<file path="config.mk">
export PLATFORM = sky130hd
export DESIGN_NAME = scan_index_gen_flat
export DESIGN_NICKNAME = d
export VERILOG_FILES = /design/src/rtl/scan_index_gen_pkg.sv /design/src/rtl/scan_index_gen_if.sv /design/src/rtl/scan_index_gen_tick_divider.sv /design/src/rtl/scan_index_gen.sv /design/src/flat_wrapper.sv
export SDC_FILE = /design/constraint.sdc
export NUM_CORES = 1
export LEC_CHECK = 0
export ABC_AREA = 1
export ABC_CLOCK_PERIOD_IN_PS = 4320
export BUFFER_PORTS_ARGS = -buffer_cell sky130_fd_sc_hd__buf_4
export CAP_MARGIN = 30
export CORE_AREA = 2 2 52 54
export DETAILED_ROUTE_END_ITERATION = 10
export DIE_AREA = 0 0 54 56
export HOLD_SLACK_MARGIN = 0.03
export PLACE_DENSITY_LB_ADDON = 0.08
export SYNTH_ARGS = -nofsm -noshare
export SYNTH_HDL_FRONTEND = slang
export SYNTH_SLANG_ARGS = --single-unit
</file>
<file path="constraint.sdc">
create_clock -name clk -period 4.32 [get_ports clk]
set_clock_uncertainty 0.15 [all_clocks]
set_input_delay 0.216 -clock clk [delete_from_list [all_inputs] [get_ports clk]]
set_output_delay 0.216 -clock clk [all_outputs]
set_load 0.02 [all_outputs]
</file>
<file path="src/rtl/scan_index_gen_pkg.sv">
// Shared types and defaults for the scan index generator.
// Holds the FSM state encodings and the index-step helpers.
package scan_pkg;

    localparam int DEF_CLK_DIV = 50000;
    localparam int DEF_CNT_W   = 16;

    typedef enum logic [1:0] {
        IDLE = 2'd0,
        RUN  = 2'd1,
        STEP = 2'd2,
        ACK  = 2'd3
    } state_e;

    // Modulo-8 step: dir=0 counts up, dir=1 counts down.
    function automatic logic [2:0] idx_adv(input logic [2:0] idx, input logic dir);
        return dir ? idx - 3'd1 : idx + 3'd1;
    endfunction

    function automatic logic idx_wraps(input logic [2:0] idx, input logic dir);
        return dir ? (idx == 3'd0) : (idx == 3'd7);
    endfunction

endpackage

</file>
<file path="src/rtl/scan_index_gen_if.sv">
// Control/status bundle between a scan controller and the index generator.
interface scan_index_gen_if;
    logic       start;
    logic       stop;
    logic       dir;
    logic       step_req;
    logic       step_ack;
    logic [2:0] idx;
    logic       wrap;
    logic       busy;

    modport master (output start, stop, dir, step_req,
                    input  step_ack, idx, wrap, busy);
    modport slave  (input  start, stop, dir, step_req,
                    output step_ack, idx, wrap, busy);
endinterface

</file>
<file path="src/rtl/scan_index_gen_tick_divider.sv">
// Prescaler: one-cycle tick every CLK_DIV enabled cycles; held at zero while disabled.
module tick_divider #(
    parameter int CLK_DIV = 4,
    parameter int CNT_W   = 16
) (
    input  logic clk,
    input  logic rst_n,
    input  logic en,
    output logic tick
);
    localparam logic [CNT_W-1:0] LAST = CNT_W'(CLK_DIV - 1);

    logic [CNT_W-1:0] cnt_q, cnt_d;

    assign tick = en && (cnt_q == LAST);

    always_comb begin
        cnt_d = '0;
        if (en && !tick) cnt_d = cnt_q + CNT_W'(1);
    end

    always_ff @(posedge clk or negedge rst_n) begin
        if (!rst_n) cnt_q <= '0;
        else        cnt_q <= cnt_d;
    end
endmodule

</file>
<file path="src/rtl/scan_index_gen.sv">
// One-of-eight select index generator for the 3-to-8 decoder stage:
// prescaled free-run up/down scanning plus 4-phase single-step.
module scan_index_gen
    import scan_pkg::*;
#(
    parameter int CLK_DIV = DEF_CLK_DIV,
    parameter int CNT_W   = DEF_CNT_W
) (
    input  logic              clk,
    input  logic              rst_n,
    scan_index_gen_if.slave   bus
);
    state_e     state_q;
    logic [2:0] idx_q, idx_d;
    logic       wrap_q, wrap_d;
    logic       ack_q;
    logic       busy_q;
    logic       tick;

    // A stop in RUN clears the prescaler on the same edge, so IDLE always sees zero.
    tick_divider #(.CLK_DIV(CLK_DIV), .CNT_W(CNT_W)) u_div (
        .clk  (clk),
        .rst_n(rst_n),
        .en   ((state_q == RUN) && !bus.stop),
        .tick (tick)
    );

    always_comb begin
        idx_d  = idx_adv(idx_q, bus.dir);
        wrap_d = idx_wraps(idx_q, bus.dir);
    end

    always_ff @(posedge clk or negedge rst_n) begin
        if (!rst_n) begin
            state_q <= IDLE;
            idx_q   <= 3'd0;
            wrap_q  <= 1'b0;
            ack_q   <= 1'b0;
            busy_q  <= 1'b0;
        end else begin
            wrap_q <= 1'b0;
            case (state_q)
                IDLE: begin
                    if (bus.start && !bus.stop) begin
                        state_q <= RUN;
                        busy_q  <= 1'b1;
                    end else if (bus.step_req && !bus.stop) begin
                        state_q <= STEP;
                        busy_q  <= 1'b1;
                    end
                end
                RUN: begin
                    if (bus.stop) begin
                        state_q <= IDLE;
                        busy_q  <= 1'b0;
                    end else if (tick) begin
                        idx_q  <= idx_d;
                        wrap_q <= wrap_d;
                    end
                end
                STEP: begin
                    idx_q   <= idx_d;
                    wrap_q  <= wrap_d;
                    ack_q   <= 1'b1;
                    state_q <= ACK;
                end
                ACK: begin
                    // stop is deliberately ignored so the requester always sees ack fall.
                    if (!bus.step_req) begin
                        state_q <= IDLE;
                        ack_q   <= 1'b0;
                        busy_q  <= 1'b0;
                    end
                end
                default: state_q <= IDLE;
            endcase
        end
    end

    assign bus.idx      = idx_q;
    assign bus.wrap     = wrap_q;
    assign bus.step_ack = ack_q;
    assign bus.busy     = busy_q;
endmodule

</file>
<file path="src/flat_wrapper.sv">
// flat-port wrapper written by rule: the top's interface ports become plain ports
module scan_index_gen_flat import scan_pkg::*;
#(
    parameter int CLK_DIV = DEF_CLK_DIV,
    parameter int CNT_W   = DEF_CNT_W
)
  (clk, rst_n, bus_start, bus_stop, bus_dir, bus_step_req, bus_step_ack, bus_idx, bus_wrap, bus_busy);
  scan_index_gen_if bus_i ();
  input  logic clk;
  input  logic rst_n;
  input wire logic [$bits(bus_i.start)-1:0] bus_start;
  input wire logic [$bits(bus_i.stop)-1:0] bus_stop;
  input wire logic [$bits(bus_i.dir)-1:0] bus_dir;
  input wire logic [$bits(bus_i.step_req)-1:0] bus_step_req;
  output wire logic [$bits(bus_i.step_ack)-1:0] bus_step_ack;
  output wire logic [$bits(bus_i.idx)-1:0] bus_idx;
  output wire logic [$bits(bus_i.wrap)-1:0] bus_wrap;
  output wire logic [$bits(bus_i.busy)-1:0] bus_busy;
  assign bus_i.start = bus_start;
  assign bus_i.stop = bus_stop;
  assign bus_i.dir = bus_dir;
  assign bus_i.step_req = bus_step_req;
  assign bus_step_ack = bus_i.step_ack;
  assign bus_idx = bus_i.idx;
  assign bus_wrap = bus_i.wrap;
  assign bus_busy = bus_i.busy;
  scan_index_gen #(.CLK_DIV(CLK_DIV), .CNT_W(CNT_W)) u_core (.clk(clk), .rst_n(rst_n), .bus(bus_i));
endmodule
</file>
# Yosys cells after proc, flatten, opt, wreduce, memory -nomap -nowiden
# Cells that the tools add are included.
[word_totals]
regBits = 24
input_bits = 6
output_inout_bits = 6
word_cells = 55
[classes]
addsub = 3
eq_ne = 10
n_mux = 20
n_reduce_logical = 16
[ops]
columns = ["operator", "n"]
rows = [
  ["16-bit by 1-bit adder with 16-bit output (second input constant)", 1],
  ["16-bit equality test (second input constant)", 1],
  ["16-bit two-way mux", 1],
  ["3-bit two-way mux", 3],
  ["2-bit two-way mux", 4],
  ["2-bit != test (second input constant)", 4],
  ["2-bit one-hot mux with 4 select lines", 1],
  ["1-bit two-way mux", 7],
  ["3-bit one-hot mux with 2 select lines", 1],
  ["3-bit AND reduction", 2],
  ["1-bit logical AND", 5],
  ["2-bit equality test (second input constant)", 2],
  ["1-bit one-hot mux with 2 select lines", 2],
  ["4-bit AND reduction", 1],
  ["2-bit nonzero test", 2],
  ["3-bit by 1-bit adder with 3-bit output (second input constant)", 1],
  ["3-bit equality test (second input constant)", 1],
  ["3-bit logical NOT", 1],
  ["3-bit by 1-bit != test with 1-bit output (second input constant)", 1],
  ["1-bit one-hot mux with 3 select lines", 1],
  ["3-bit nonzero test", 1],
  ["3-bit by 1-bit subtractor with 3-bit output (second input constant)", 1],
  ["2-bit by 1-bit equality test with 1-bit output (second input constant)", 1],
  ["1-bit logical NOT", 2],
  ["2 further kinds", 2],
]

# Logic depth before layout (Yosys ltp)
[logic_depth]
word_depth = 6
depth_mapped = 9
mapped_depth_nobuf = 9

# Cells and area by module
# Synthesis repeated with hierarchy kept, for this count alone.
[hier_totals]
hier_cells = 184
area_unflattened_um2 = 1408.9
[modules_own_cells]
columns = ["module", "n_inst", "cells_each", "area_per_inst_um2", "seq_area_each_um2"]
rows = [
  ["tick_divider", 1, 118, 890.9, 400.4],
  ["scan_index_gen", 1, 66, 518.0, 200.2],
]

# Least setup slack after synthesis
# OpenSTA, ideal clock, no wires.
[synth_timing]
kind = "reg2reg"
start = "register u_core.idx_q[0], in the netlist u_core.bus.idx[0]"
end = "register u_core.idx_q[2], in the netlist u_core.bus.idx[2]"
setup_time_ns = 0.117
t_arrival_ns = 1.269
setup_slack_ns = 2.784
path_stages_with_launch = 6
path_buffers = 0
path_cell_list = "dfrtp_1 > inv_1 > fa_1 > xor2_1 > nand2_1 > nand2_1"
[synth_via]
elab_chain_cells = 5
[synth_lines]
columns = ["item", "line", "source"]
rows = [
  ["start, declared", "scan_index_gen.sv:14", "logic [2:0] idx_q, idx_d;"],
  ["start signal, assigned", "scan_index_gen.sv:57", "idx_q <= idx_d;"],
  ["start signal, assigned", "scan_index_gen.sv:62", "idx_q <= idx_d;"],
  ["3-bit by 1-bit adder with 3-bit output / 3-bit by 1-bit subtractor with 3-bit output (equally long branches)", "scan_index_gen_pkg.sv:17", "return dir ? idx - 3'd1 : idx + 3'd1;"],
  ["3-bit two-way mux *", "scan_index_gen_pkg.sv:17", ""],
  ["3-bit two-way mux", "scan_index_gen.sv:56", "end else if (tick) begin"],
  ["3-bit two-way mux", "scan_index_gen.sv:53", "if (bus.stop) begin"],
  ["3-bit one-hot mux with 2 select lines *", "scan_index_gen.sv:42", "case (state_q)"],
]
# Mark *: on every way between the ends. The rest lies on a longest branch, timed or not. The select of a mux whose other input is x is not followed.
# A chain may end at the register's enable or synchronous reset.

# Worst setup path in the final report
[layout_timing]
start = "register u_core.state_q[1]"
end = "register u_core.busy_q, in the netlist u_core.bus.busy"
[layout_via]
elab_chain_cells = 3
[layout_lines]
columns = ["item", "line", "source"]
rows = [
  ["start, declared", "scan_index_gen.sv:13", "state_e state_q;"],
  ["start signal, assigned", "scan_index_gen.sv:35", "state_q <= IDLE;"],
  ["start signal, assigned", "scan_index_gen.sv:45", "state_q <= RUN;"],
  ["start signal, assigned", "scan_index_gen.sv:48", "state_q <= STEP;"],
  ["2-bit equality test (tied with other cells)", "scan_index_gen.sv:42", ""],
  ["2-bit != test (no line) (tied with other cells)", "--", ""],
  ["4-bit AND reduction (no line)", "--", ""],
  ["end signal, assigned", "scan_index_gen.sv:39", "busy_q <= 1'b0;"],
  ["end signal, assigned", "scan_index_gen.sv:46", "busy_q <= 1'b1;"],
  ["end signal, assigned", "scan_index_gen.sv:49", "busy_q <= 1'b1;"],
  ["end, declared", "scan_index_gen.sv:17", "logic busy_q;"],
]
# Several ways; a longest one is shown, not always the timed one.

==> flow_summary.toml <==
[worst_setup_path]
path_cells = "inv_1, ha_1, inv_1, nor2_2, a21oi_1, nand2_1, nor2_1, nand2_1, nand2_1"
worstRegToRegCells = 9
crit_path_end = "u_core.bus.busy$_DFFE_PN0P_"
crit_slowest_cell = "dfrtp_1"
cp.required_ns = 4.39
path_depth = 9
r2r_setup_slack_ns = 2.65
end_kind = "flop"
crit_arrival_ns = 1.74
crit_path_start = "u_core.state_q[1]$_DFFE_PN0P_"
worstPathMaxFanout = 6
r2r-start = "u_core.state_q[1]$_DFFE_PN0P_"
critPathKind = "reg -> reg"
slowest_delay_ns = 0.44
worst_setup_path_start_kind = "flop"
crit_top_cell = "nand2_1"
r2r_end = "u_core.bus.busy$_DFFE_PN0P_"
crit_family = "simple AND/OR/NAND/NOR gates"
path_buf_inv = 2

[cts]
htreeDepth = 1
clk_pin_slew_ns = 0.13
postCtsSetupBuffers = 0
clock-sinks = 24
cts_inserted_buffers = 3
clock_tree.root_cell = "clkbuf_4"
clock_latency_ns = 0.32
cts_tree = "yes"
cts_buffer_depth = 2

[drt]
drt-total-wl_mm = 2.58
ant_nets = 0
drt_iter0_markers = 18
first_pass_iters = 4
via_per_inst = 5.07
via_count = 1167
wl_per_cell_um = 11.2
drcViolationCount = 0

[placement]
dp.cells = 224
place_congestion = 0.849
place_hpwl_mm = 1.98
io_buffers = 11

[floorplan]
start_util = 0.585
dieWidth_um = 54
ioPinCount = 12
rows = 18
die-area_um2 = 3020
coreArea_um2 = 2430
die_h_um = 56

[sta]
drv_slew = 0
worstMarginPinSlew_ns = 0.299
finalHoldViolations = 0
setup_violations = 0
max-slew-margin-rel = 0.801
final.period_utilization = 0.387
rsz0062_at_grt = "no"
holdWs_ns = 0.0342
period_needed_ns = 1.67
finalSetupTns_ns = 0
fmax_mhz = 598

[cells_and_area]
seqCellArea_um2 = 601
layout-drive-gt1-share = 0.145
mostFrequentLayoutCells = "nand2_1, nor2_1, dfrtp_1, inv_1, nand3_1"
fin_nets = 215
post-route-util = 0.653
final_common_cell = "nand2_1"
syn2layout_area_growth_pct = 11.6
n_antenna_cell = 0
final_cell_count_no_fill = 230
multi_input_area_um2 = 721
fillers = 221

[power]
power_uw = 727
leakagePower_uw = 0.000726
ir_drop_mv = 0.357
powerDensity_nw_per_um2 = 458

[global_route]
antenna_found_initial = 0
grt_pass1_wl_mm = 4.49
overflow = 0
grt_util_all_layers = 0.199
grt_pass1_vias = 1041
grt_max_degree = 25

[synthesis]
yosysWarnings = 0
syn_area_um2 = 1420
syn_inst = 184
synth_area_leader_cell = "dfrtp_1"
ys_seq_elements = 24
avgSynthCellArea_um2 = 7.73
synthesis.nets = 198
synth_top_area_frac = 0.422
synth_area_leaders = "dfrtp_1, nand2_1, nor2_1, ha_1, inv_1"
yosysUniqueCellTypes = 22
yosysSeqAreaShare = 0.422

[status]
status = "completed"

[worst_hold_path]
min_path_cells = 4
hold_path.class = "in -> reg"
min_from = "bus_stop"

[run]
maxCapViolations = 0
==> metrics by stage <==
step	area, um^2	setup WS (ns)
3_5_place_dp	1530	2.66
4_1_cts	1590	2.64
3_3_place_gp	1530	2.75
2_1_floorplan	1420	2.78
5_1_grt	1590	2.48
6_report	1590	2.65
==> state kept, by name, summed over array words and instances, names as in the netlist <==
| register | count |
|---|---|
| u_core.bus.busy | 1 |
| u_core.bus.step_ack | 1 |
| u_core.bus.idx | 3 |
| u_core.bus.wrap | 1 |
| u_core.state_q | 2 |
| u_core.u_div.cnt_q | 16 |
==> worst min path at each step <==
stage / to / slack, ns
finish: u_core.u_div.cnt_q[2]$_DFF_PN0_ / 0.03
global route: u_core.u_div.cnt_q[2]$_DFF_PN0_ / 0.05
floorplan: u_core.bus.busy$_DFFE_PN0P_ / -0.23
CTS: u_core.u_div.cnt_q[2]$_DFF_PN0_ / 0.03
global placement: u_core.u_div.cnt_q[13]$_DFF_PN0_ / -0.02
detailed placement: u_core.u_div.cnt_q[13]$_DFF_PN0_ / -0.01
==> Yosys cell counts <==
master	count
nand2_2	2
nor2_4	1
fa_1	1
nor3_1	1
nand2_1	43
a21oi_1	5
o21ai_0	5
buf_6	1
nor2_2	4
xnor2_1	1
nand3_2	2
xor2_1	8
o22ai_1	1
nand4_1	3
ha_1	7
dfrtp_1	24
o21bai_1	2
inv_2	4
nand3_1	14
nor2_1	34
nand2_4	1
inv_1	20
==> routing by layer <==
layer  track usage  vias to the layer above  wire length (um)
met2         0.319                       22              1240
met1         0.265                      533              1220
met4        0.0750                        0                42
met5             0                        -                 0
met3        0.0323                        5                81
li1              -                      607                 -
==> worst reg2reg max path, stage by stage (launching register included) <==
cell     delay (ns)
dfrtp_1        0.44
inv_1          0.14
ha_1           0.19
inv_1          0.06
nor2_2         0.21
a21oi_1        0.07
nand2_1        0.15
nor2_1         0.06
nand2_1        0.05
nand2_1        0.05
==> cell type report <==
class | instances | area share
Inverter | 24 | 0.0567
Tap cell | 30 | 0.0236
Multi-Input combinational cell | 135 | 0.454
Sequential cell | 24 | 0.378
Timing Repair Buffer | 13 | 0.0646
Clock buffer | 4 | 0.0229
==> where the power goes <==
group	internal, uW	switching, uW	leakage, uW
Combinational	120	188	0.000385
Sequential	263	35.5	0.000320
Clock	51.6	69.8	0.0000210
Total	435	293	0.000726
==> cells by family (layout without fill, tap and decap cells) <==
| family | after synthesis | after routing | share of synthesized area |
|---|---|---|---|
| and+or+nand+nor | 105 | 105 | 0.325 |
| buffers and inverters | 25 | 41 | 0.0712 |
| DFF | 24 | 24 | 0.422 |
| adders and majority gates | 8 | 8 | 0.0756 |
| AOI/OAI and AO/OA | 13 | 13 | 0.0501 |
| xor gates and xnor gates | 9 | 9 | 0.0554 |
==> repair_timing <==
item                      4_1_cts  5_1_grt
hold buffers                    2        0
hold endpoints to repair       25        0
resized for setup               0        0
Note: power is estimated with default switching activity, not from simulation.
